`src/rtl/decoder_prgm_seq.sv`:
```
// Programming sequencer and match collector for a bank of decoder4 slices.
// Serializes a 4-bit pattern MSB-first into one enabled slice, then arms it.
module decoder_prgm_seq #(
    parameter int N_DEC = 64,
    parameter int IDX_W = 6,
    parameter int CNT_W = 16
) (
    input  logic             clk,
    input  logic             clr,
    input  logic             req_valid,
    output logic             req_ready,
    input  logic [IDX_W-1:0] req_idx,
    input  logic [3:0]       req_pat,
    output logic             prgm,
    output logic [N_DEC-1:0] prgm_en,
    output logic             prgm_done,
    output logic             err_idx,
    output logic [N_DEC-1:0] armed,
    input  logic [N_DEC-1:0] match_in,
    output logic             match_any,
    output logic [IDX_W-1:0] match_idx,
    output logic [CNT_W-1:0] hit_count
);
    typedef enum logic [1:0] {IDLE, SHIFT, DONE, ERR} state_t;

    typedef struct packed {
        logic [IDX_W-1:0] idx;
        logic [3:0]       pat;
    } req_t;

    localparam logic [IDX_W:0] N_LIM = (IDX_W+1)'(N_DEC);

    state_t           state;
    req_t             cur;
    logic [1:0]       k;
    logic [2:0]       warm_cnt;
    logic             warm;
    logic             idx_ok;
    logic [N_DEC-1:0] req_oh;
    logic [N_DEC-1:0] hit;
    logic [IDX_W-1:0] lo_idx;

    assign req_ready = (state == IDLE);
    assign idx_ok    = {1'b0, req_idx} < N_LIM;
    assign req_oh    = N_DEC'(1) << req_idx;
    assign warm      = (warm_cnt == 3'd4);
    assign hit       = match_in & armed & {N_DEC{warm}};

    // Scan high to low so the lowest set bit is the last one written.
    always_comb begin
        lo_idx = '0;
        for (int i = N_DEC - 1; i >= 0; i--)
            if (hit[i]) lo_idx = IDX_W'(i);
    end

    always_ff @(posedge clk) begin
        if (!clr) begin
            state     <= IDLE;
            cur       <= '0;
            k         <= '0;
            warm_cnt  <= '0;
            prgm      <= 1'b0;
            prgm_en   <= '0;
            prgm_done <= 1'b0;
            err_idx   <= 1'b0;
            armed     <= '0;
            match_any <= 1'b0;
            match_idx <= '0;
            hit_count <= '0;
        end else begin
            if (!warm) warm_cnt <= warm_cnt + 3'd1;

            match_any <= |hit;
            match_idx <= lo_idx;
            if (|hit && hit_count != '1) hit_count <= hit_count + CNT_W'(1);

            unique case (state)
                IDLE: if (req_valid) begin
                    cur <= '{idx: req_idx, pat: req_pat};
                    k   <= '0;
                    if (idx_ok) begin
                        state          <= SHIFT;
                        prgm           <= req_pat[3];
                        prgm_en        <= req_oh;
                        armed[req_idx] <= 1'b0;
                    end else begin
                        state   <= ERR;
                        err_idx <= 1'b1;
                    end
                end
                SHIFT: begin
                    if (k == 2'd3) begin
                        state     <= DONE;
                        prgm      <= 1'b0;
                        prgm_en   <= '0;
                        prgm_done <= 1'b1;
                    end else begin
                        k    <= k + 2'd1;
                        prgm <= cur.pat[2'd2 - k];
                    end
                end
                DONE: begin
                    state          <= IDLE;
                    prgm_done      <= 1'b0;
                    armed[cur.idx] <= 1'b1;
                end
                ERR: begin
                    state   <= IDLE;
                    err_idx <= 1'b0;
                end
                default: state <= IDLE;
            endcase
        end
    end
endmodule

```
`config.mk`:
```
export PLATFORM = sky130hd
export DESIGN_NAME = decoder_prgm_seq
export DESIGN_NICKNAME = d
export VERILOG_FILES = /design/src/rtl/decoder_prgm_seq.sv
export SDC_FILE = /design/constraint.sdc
export NUM_CORES = 1
export LEC_CHECK = 0
export CELL_PAD_IN_SITES_DETAIL_PLACEMENT = 0
export CELL_PAD_IN_SITES_GLOBAL_PLACEMENT = 1
export CORE_MARGIN = 5
export CORE_UTILIZATION = 30
export CTS_CLUSTER_SIZE = 24
export DETAILED_ROUTE_END_ITERATION = 8
export HOLD_SLACK_MARGIN = 0.06
export PLACE_DENSITY = 0.83
export SYNTH_ARGS = -nofsm -noshare
export SYNTH_HDL_FRONTEND = slang
export SYNTH_SLANG_ARGS = --single-unit
```
`constraint.sdc`:
```
create_clock -name clk -period 2.4 [get_ports clk]
set_clock_uncertainty 0.1 [all_clocks]
set_input_delay 0.48 -clock clk [delete_from_list [all_inputs] [get_ports clk]]
set_output_delay 0.48 -clock clk [all_outputs]
set_load 0.02 [all_outputs]
```
### Word-level counts from Yosys, hierarchy flattened

Cells that the tools add are included.

* add/subtract/negate cells: 4
* magnitude comparators: 5
* eq/ne operators: 9
* shifts and indexed selects: 1
* multiplexer cells: 85
* bitwise logic cells: 6
* reductions and logical operators: 22

Operator list (count)
* 64-bit one-hot mux with 2 select lines: 2
* 64-bit bitwise AND: 3
* 6-bit two-way mux: 32
* 64-bit two-way mux: 3
* 5-bit two-way mux: 16
* 64-bit inverter: 1
* 64-bit bitwise OR: 1
* 64-bit OR reduction: 1
* 1-bit by 6-bit left shift with 64-bit output (first input constant): 1
* 33-bit OR reduction: 1
* 4-bit two-way mux: 8
* 17-bit OR reduction: 1
* 16-bit by 1-bit adder with 16-bit output (second input constant): 1
* 16-bit inequality test (second input constant): 1
* 6-bit by 7-bit less-than comparator with 1-bit output (second input constant): 2
* 1-bit demux with 6-bit select: 2
* 6-bit by 1-bit >= comparator with 1-bit output (second input constant): 2
* 2-bit two-way mux: 6
* 3-bit two-way mux: 4
* 2-bit AND reduction: 5
* 9-bit OR reduction: 1
* 1-bit two-way mux: 7
* 2-bit == test (second input constant): 3
* 2-bit inequality test (second input constant): 3
* other kinds (18): 25

* bits in registers: 170
* input port bits: 77
* output and inout port bits: 155
* word-level logic and storage cells: 149

### Logic depth before layout (Yosys ltp)

Gate-level depths: netlist (run 1).

* word-level depth: 65
* depth in mapped cells: 11

### Least setup slack after synthesis (run 1)

No wires, ideal clock.

* path type: reg2reg
* from: register warm_cnt[0]
* to: register hit_count[7]
* setup time: 0.132 ns
* arrival time: 1.873 ns
* setup slack: 0.295 ns
* stages on the path, launching flop included: 11
* period minus slack after synthesis: 2.105 ns
* cell sequence: dfxtp_1 inv_1 ha_1 and2_2 buf_2 a2111oi_4 nand4b_4 nand4bb_4 buf_6 or3_1 a21oi_1

* cells in the longest elaborated chain, start to end: 4

RTL lines
* from (decl): RTL line 36 `logic [2:0] warm_cnt;`
* from (signal assigned): RTL line 71 `if (!warm) warm_cnt <= warm_cnt + 3'd1;`
* 3-bit == test: RTL line 46 `assign warm = (warm_cnt == 3'd4);`
* 64-bit bitwise AND: RTL line 47 `assign hit = match_in & armed & {N_DEC{warm}};`
* 64-bit OR reduction: RTL line 75 `if (|hit && hit_count != '1) hit_count <= hit_count + CNT_W'(1);`
* 1-bit logical AND: RTL line 75
* to (signal assigned): RTL line 75
* to (decl): RTL line 22 `output logic [CNT_W-1:0] hit_count`

No other way between the ends.
A chain may end at the register's enable or synchronous reset.

### Final worst setup path (run 1)

* from: input match_in[42]
* to: register hit_count[2]

* cells in the longest elaborated chain, start to end: 4

RTL lines
* from (decl): RTL line 19 `input logic [N_DEC-1:0] match_in,`
* 64-bit bitwise AND (2 in series): RTL line 47
* 64-bit OR reduction: RTL line 75
* 1-bit logical AND: RTL line 75

No other way between the ends.

==> results of run 1 <==
-- flip-flops by register name, indices dropped and copies added, names as in the netlist --
signal     cells
armed         64
warm_cnt       3
state          2
cur           10
match_any      1
prgm           1
prgm_en       64
match_idx      6
k              2
prgm_done      1
hit_count     16
-- final cells by class --
type                    count  area, sq um  area share, %
flip-flops and latches    170         3400           28.0
well taps                 330          413           3.39
repair buffers            383         3550           29.1
diodes                      3         7.51         0.0617
inverters                   6         25.0          0.206
clock buffers              18          439           3.61
multi-input cells         694         4170           34.3
clock inverters            14          168           1.38
-- cells in the final DEF, fill, tap and decap left out, types with 8 or more instances in the layout --
master and count:
or3_1 11, buf_4 144, nor2_1 78, dfxtp_1 169, clkbuf_16 17, a22oi_1 54
o21ai_0 20, clkdlybuf4s50_1 230, nand2b_1 13, a22oi_2 12, nor3_1 12, a21oi_1 134
a211oi_1 54, nand3_1 17, nand2_1 164, a22o_1 8
-- stage by stage --
stage / setup TNS, ns / worst slack, ns
5_1_grt: -0.101 / -0.0378
6_report: -0.0187 / -0.0182
3_3_place_gp: -6.21 / -0.396
3_5_place_dp: -6.92 / -0.406
2_1_floorplan: 0 / 0.295
4_1_cts: 0 / 0.0237
-- report_power, final --
group | switching, mW | internal [mW] | total, mW
Combinational | 0.321 | 0.278 | 0.599
Clock | 1.21 | 1.67 | 2.88
Sequential | 0.0322 | 2.85 | 2.88
-- per-layer routing --
metal | up-vias | part of all wire, %
met1 | 4122 | 40
li1 | 4101 | -
met3 | 95 | 11
met4 | 2 | 4.3
met2 | 479 | 44
met5 | - | 0.038
-- worst max-delay path: cells and delay by family --
kind / cells / cell delay [ns]
XOR/XNOR: 1 / 0.13
AO/OA/AOI/OAI: 2 / 0.44
AND/OR/NAND/NOR: 4 / 0.89
buffers and inverters: 2 / 0.67
-- kinds of logic (layout without fill, tap and decap cells) --
| group | count (synthesis) | count (layout) | synth area share (%) |
|---|---|---|---|
| flops | 170 | 170 | 44.6 |
| fa+ha+maj | 4 | 4 | 0.656 |
| simple gates | 347 | 349 | 21.3 |
| buf+inv | 56 | 421 | 3.11 |
| other cells | 1 | 4 | 0.0491 |
| xor+xnor | 6 | 6 | 0.688 |
| mux | 1 | 1 | 0.295 |
| compound gates | 333 | 333 | 29.3 |
-- final timing paths --
kind | to | slack (ns)
worst min register to register | prgm_en[41]$_SDFFE_PN0P_ | 0.35
worst min-delay path | prgm_en[41]$_SDFFE_PN0P_ | 0.35
worst max register to register | hit_count[14]$_SDFFE_PN0P_ | 0.05
worst max-delay path | hit_count[2]$_SDFFE_PN0P_ | -0.02
-- repair_timing --
item / CTS / global route
pin swaps: 1 / 9
gates cloned: 1 / 1
endpoints found under the setup margin: 13 / 13
gates resized for setup: 8 / 19
setup buffers: 2 / 2
==> flow_metrics.tcl, run 1 <==
set metrics [dict create \
    status "finished with violations" \
    failed_checks "negative setup slack" \
    hold_depth 2 \
    grt.overflow.total 0 \
    path_cells "clkdlybuf4s50_1, a22oi_2, a41oi_2, or3_4, nand4b_4, buf_6, nand3_1, xnor2_1, nor2_1" \
    cp_slowest_stage_delay_ns 0.45 \
    postPlaceCellArea_sq_mm 0.0114 \
    die_w_microns 170 \
    use_met2_pct 35.9 \
    cts_made_buffers 17 \
    cellPowerDensity_mw_per_mm2 522 \
    yosysTopAreaCellShare_pct 44.6 \
    final_cells 1618 \
    die_area_sq_mm 0.0287 \
    via_per_inst 5.44 \
    cp-end-kind "flip-flop" \
    final_area_sq_mm 0.0122 \
    r2r_start "warm_cnt[2]$_SDFFE_PN0P_" \
    grt_pass1_vias 8553 \
    grt_max_degree 56 \
    clockRootBuffer "clkbuf_16" \
    tightest_slew_ns 0.543 \
    grt_use_met3_pct 7.78 \
    synth.most_common_cell "dfxtp_1" \
    peakVddDrop_mv 0.499 \
    setup_viol_count_final 2 \
    avgRoutedWirePerCell_microns 21.2 \
    seq_area_frac_synth_pct 44.6 \
    coreArea_sq_mm 0.0251 \
    cts_htree_levels 4 \
    finalMaxSlewViolations 0 \
    syn_nets 999 \
    cp-startpoint "match_in[42]" \
    cts_buffer_depth 2 \
    top_usage_layer "met2" \
    crit_slowest_cell "clkdlybuf4s50_1" \
    ys_seq_elements 170 \
    grt_pass1_wl_mm 50.4 \
    cts_tree "yes" \
    synth_top_cell_by_area "dfxtp_1" \
    gr-usage-met1_pct 28.7 \
    fin_crit_ns 2.42 \
    fin_nets 1353 \
    r2r_cells 7 \
    antenna_found_initial 3 \
    post-route-util_pct 48.5 \
    critPathRequiredTime_ns 2.61 \
    power_leakage_nw 4.20 \
    power.total_mw 6.35 \
    fin_hold_ws_ns 0.355 \
    synth.top_cells.by_count "170 x dfxtp_1, 165 x nand2_1, 135 x a21oi_1" \
    rsz0062_at_grt "yes" \
    cts.clk_slew.worst_paths_ns 0.06 \
    synth_flop_cell "dfxtp_1" \
    start_util_pct 30.4 \
    hold_viol_final 0 \
    clk_latency_ns 0.43 \
    drive_gt1_share_pct 18.8 \
    ant_nets 0 \
    track_usage_pct 22.8 \
    fill_cells 2465 \
    top_level_ports 232 \
    num_rows 58 \
    num_vias 8799 \
    finalWirelength_mm 34.2 \
    drc 0 \
    worstHoldStart "prgm_en[41]$_SDFFE_PN0P_" \
    synth.top_cells.by_area "dfxtp_1 45%, a21oi_1 8.9%, nand2_1 8.1%" \
    slew_headroom_pct 63.7 \
    setup_slack_ns -0.0182 \
    crit_arrival_ns 2.63 \
    async_flop_share_pct 0 \
    ys_warn_count 0 \
    crit_path_start_kind "input pin" \
    first_iter_violations 859 \
    synth_edf_count 0 \
    hold_class "flip-flop to flip-flop" \
    dp_hpwl_mm 25.2 \
    path_class "input pin to flip-flop" \
    syn_inst 918 \
    fmax_mhz 414 \
    dieHeight_microns 170 \
    cts.hold.buffers_added 0 \
    place_inst 1577 \
    clock_sinks 170 \
    drv_cap 0 \
    syn_area_sq_mm 0.00763 \
    ys_types 72 \
    port_buffers 230 \
    drt_first_pass_iters 5 \
    gp_congestion 0.929 \
    crit_fanout 9 \
    avgSynthCellArea_sq_um 8.32 \
    fin_crit_sh_pct 101 \
    synthToLayoutAreaGrowth_pct 59.5 \
]
(Power assumes the default switching activity.)
==> run 2, diff against run 1 <==
Settings changed: CORE_MARGIN 5 to not set, CORE_UTILIZATION 30 to 34, GPL_TIMING_DRIVEN set to 1, PLACE_DENSITY 0.83 to 0.91.
==> flow_metrics.tcl, run 2 (synthesis results as in run 1) <==
set metrics [dict create \
    status "complete, no violations" \
    rsz0062_at_grt "yes" \
    num_rows 54 \
    cts_htree_levels 4 \
    fmax_mhz 424 \
    crit_path_start_kind "input pin" \
    post-route-util_pct 55.9 \
    first_iter_violations 1068 \
    avgRoutedWirePerCell_microns 20.6 \
    grt_max_degree 67 \
    fin_hold_ws_ns 0.353 \
    die_area_sq_mm 0.0231 \
    cellPowerDensity_mw_per_mm2 517 \
    gp_congestion 0.978 \
    dieHeight_microns 152 \
    hold_class "flip-flop to flip-flop" \
    grt.overflow.total 0 \
    p_switching_mw 1.54 \
    finalMaxSlewViolations 0 \
    via_per_inst 5.62 \
    setup_tns_ns 0 \
    tightest_slew_ns 0.625 \
    die_w_microns 152 \
    path_class "input pin to flip-flop" \
    cp-end-kind "flip-flop" \
    power_leakage_nw 4.29 \
    grt_pass1_wl_mm 48.0 \
    postPlaceCellArea_sq_mm 0.0113 \
    crit_arrival_ns 2.58 \
    final_cell_mix "226 x clkdlybuf4s50_1, 169 x dfxtp_1, 164 x nand2_1" \
    peakVddDrop_mv 0.482 \
    antenna_found_initial 0 \
    crit_fanout 4 \
    finalWirelength_mm 32.5 \
    final_cells 1578 \
    port_buffers 230 \
    fin_crit_sh_pct 98.3 \
    coreArea_sq_mm 0.0219 \
    route.met3.wl_mm 3.44 \
    drive_gt1_share_pct 19.6 \
    final_area_sq_mm 0.0122 \
    dp_slack_ns -0.386 \
    fin_crit_ns 2.36 \
    layout_commonest_cell "clkdlybuf4s50_1" \
    swShare_pct 24.4 \
    drv_cap 0 \
    rrSetupSlack_ns 0.07 \
    internal_power_mw 4.79 \
    grt_pass1_vias 8239 \
    start_util_pct 34.9 \
    clk_latency_ns 0.43 \
    num_antenna_cells 0 \
    ant_nets 0 \
    fin_nets 1366 \
    top_regs "armed (64), prgm_en (64), hit_count (16)" \
    dr_wl_met2_mm 14.6 \
    num_vias 8874 \
    cts.hold.buffers_added 0 \
    met1_length_mm 13.7 \
    synthToLayoutAreaGrowth_pct 60.3 \
    critPathRequiredTime_ns 2.63 \
    slew_headroom_pct 58.2 \
    cts_tree "yes" \
    drt_first_pass_iters 7 \
    setup_viol_count_final 0 \
    hold_viol_final 0 \
    highest_layer "met4" \
    power.total_mw 6.33 \
    track_usage_pct 26.6 \
    seqPwrFrac_pct 45.4 \
    top_level_ports 232 \
    drc 0 \
    setup_slack_ns 0.0418 \
    cts_made_buffers 17 \
    cts_buffer_depth 2 \
    dp_hpwl_mm 23.8 \
    clock_sinks 170 \
    clockRootBuffer "clkbuf_16" \
    place_inst 1531 \
    cts.clk_slew.worst_paths_ns 0.07 \
    pwr-share-comb_pct 9.1 \
    p_clk_share_pct 45.4 \
]
run 2: cell types whose count changed in the layout (fill, tap and decap cells not counted), moves of 3 or more:
cell,delta
buf_4,+13
clkdlybuf4s50_1,-4
diode_2,-3
dlymetal6s2s_1,+4
run 2: repair_timing:
action | CTS | global route
buffers inserted | 3 | 9
gates cloned | 1 | 2
resized for setup | 8 | 22
hold endpoints to repair | 0 | 0
endpoints found under the setup margin | 12 | 16
pin swaps | 3 | 17
run 2: worst paths after layout:
kind                                      to  cells past startpoint                     start
setup / recovery        match_any$_SDFF_PN0_                      8              match_in[52]
hold / removal           cur[1]$_SDFFE_PN0P_                      2       cur[1]$_SDFFE_PN0P_
setup reg to reg  hit_count[14]$_SDFFE_PN0P_                      9  warm_cnt[1]$_SDFFE_PN0P_
hold reg to reg          cur[1]$_SDFFE_PN0P_                      2       cur[1]$_SDFFE_PN0P_
run 2: area by class of cell:
type | count | area (sq um)
multi-input combinational | 695 | 4200
sequential | 170 | 3400
timing repair buffer | 395 | 3650
inverter | 6 | 25.0
clock buffer | 18 | 439
fill | 1997 | 9650
tap | 280 | 350
clock inverter | 14 | 170
run 2: worst max-delay path: stages:
cell             delay [ns]
clkdlybuf4s50_1        0.48
a22oi_2                0.26
nand4b_1               0.21
a211oi_4               0.38
buf_4                  0.21
nand4b_4               0.18
buf_4                  0.20
and2_2                 0.18
run 2: metal layers:
layer,vias to the layer above,global-route usage [%]
met3,59,7.19
met4,0,8.67
met1,4206,35.0
met2,489,42.2
li1,4120,-
met5,-,0
run 2: power by group through the flow:
stage               logic (mW)  clock network [mW]  registers [mW]
finish                   0.579                2.87            2.87
global route             0.616                3.03            2.88
CTS                      0.556                2.91            2.87
detailed placement       0.538                   0            2.94
global placement         0.535                   0            2.93
floorplan                0.205                   0            2.93
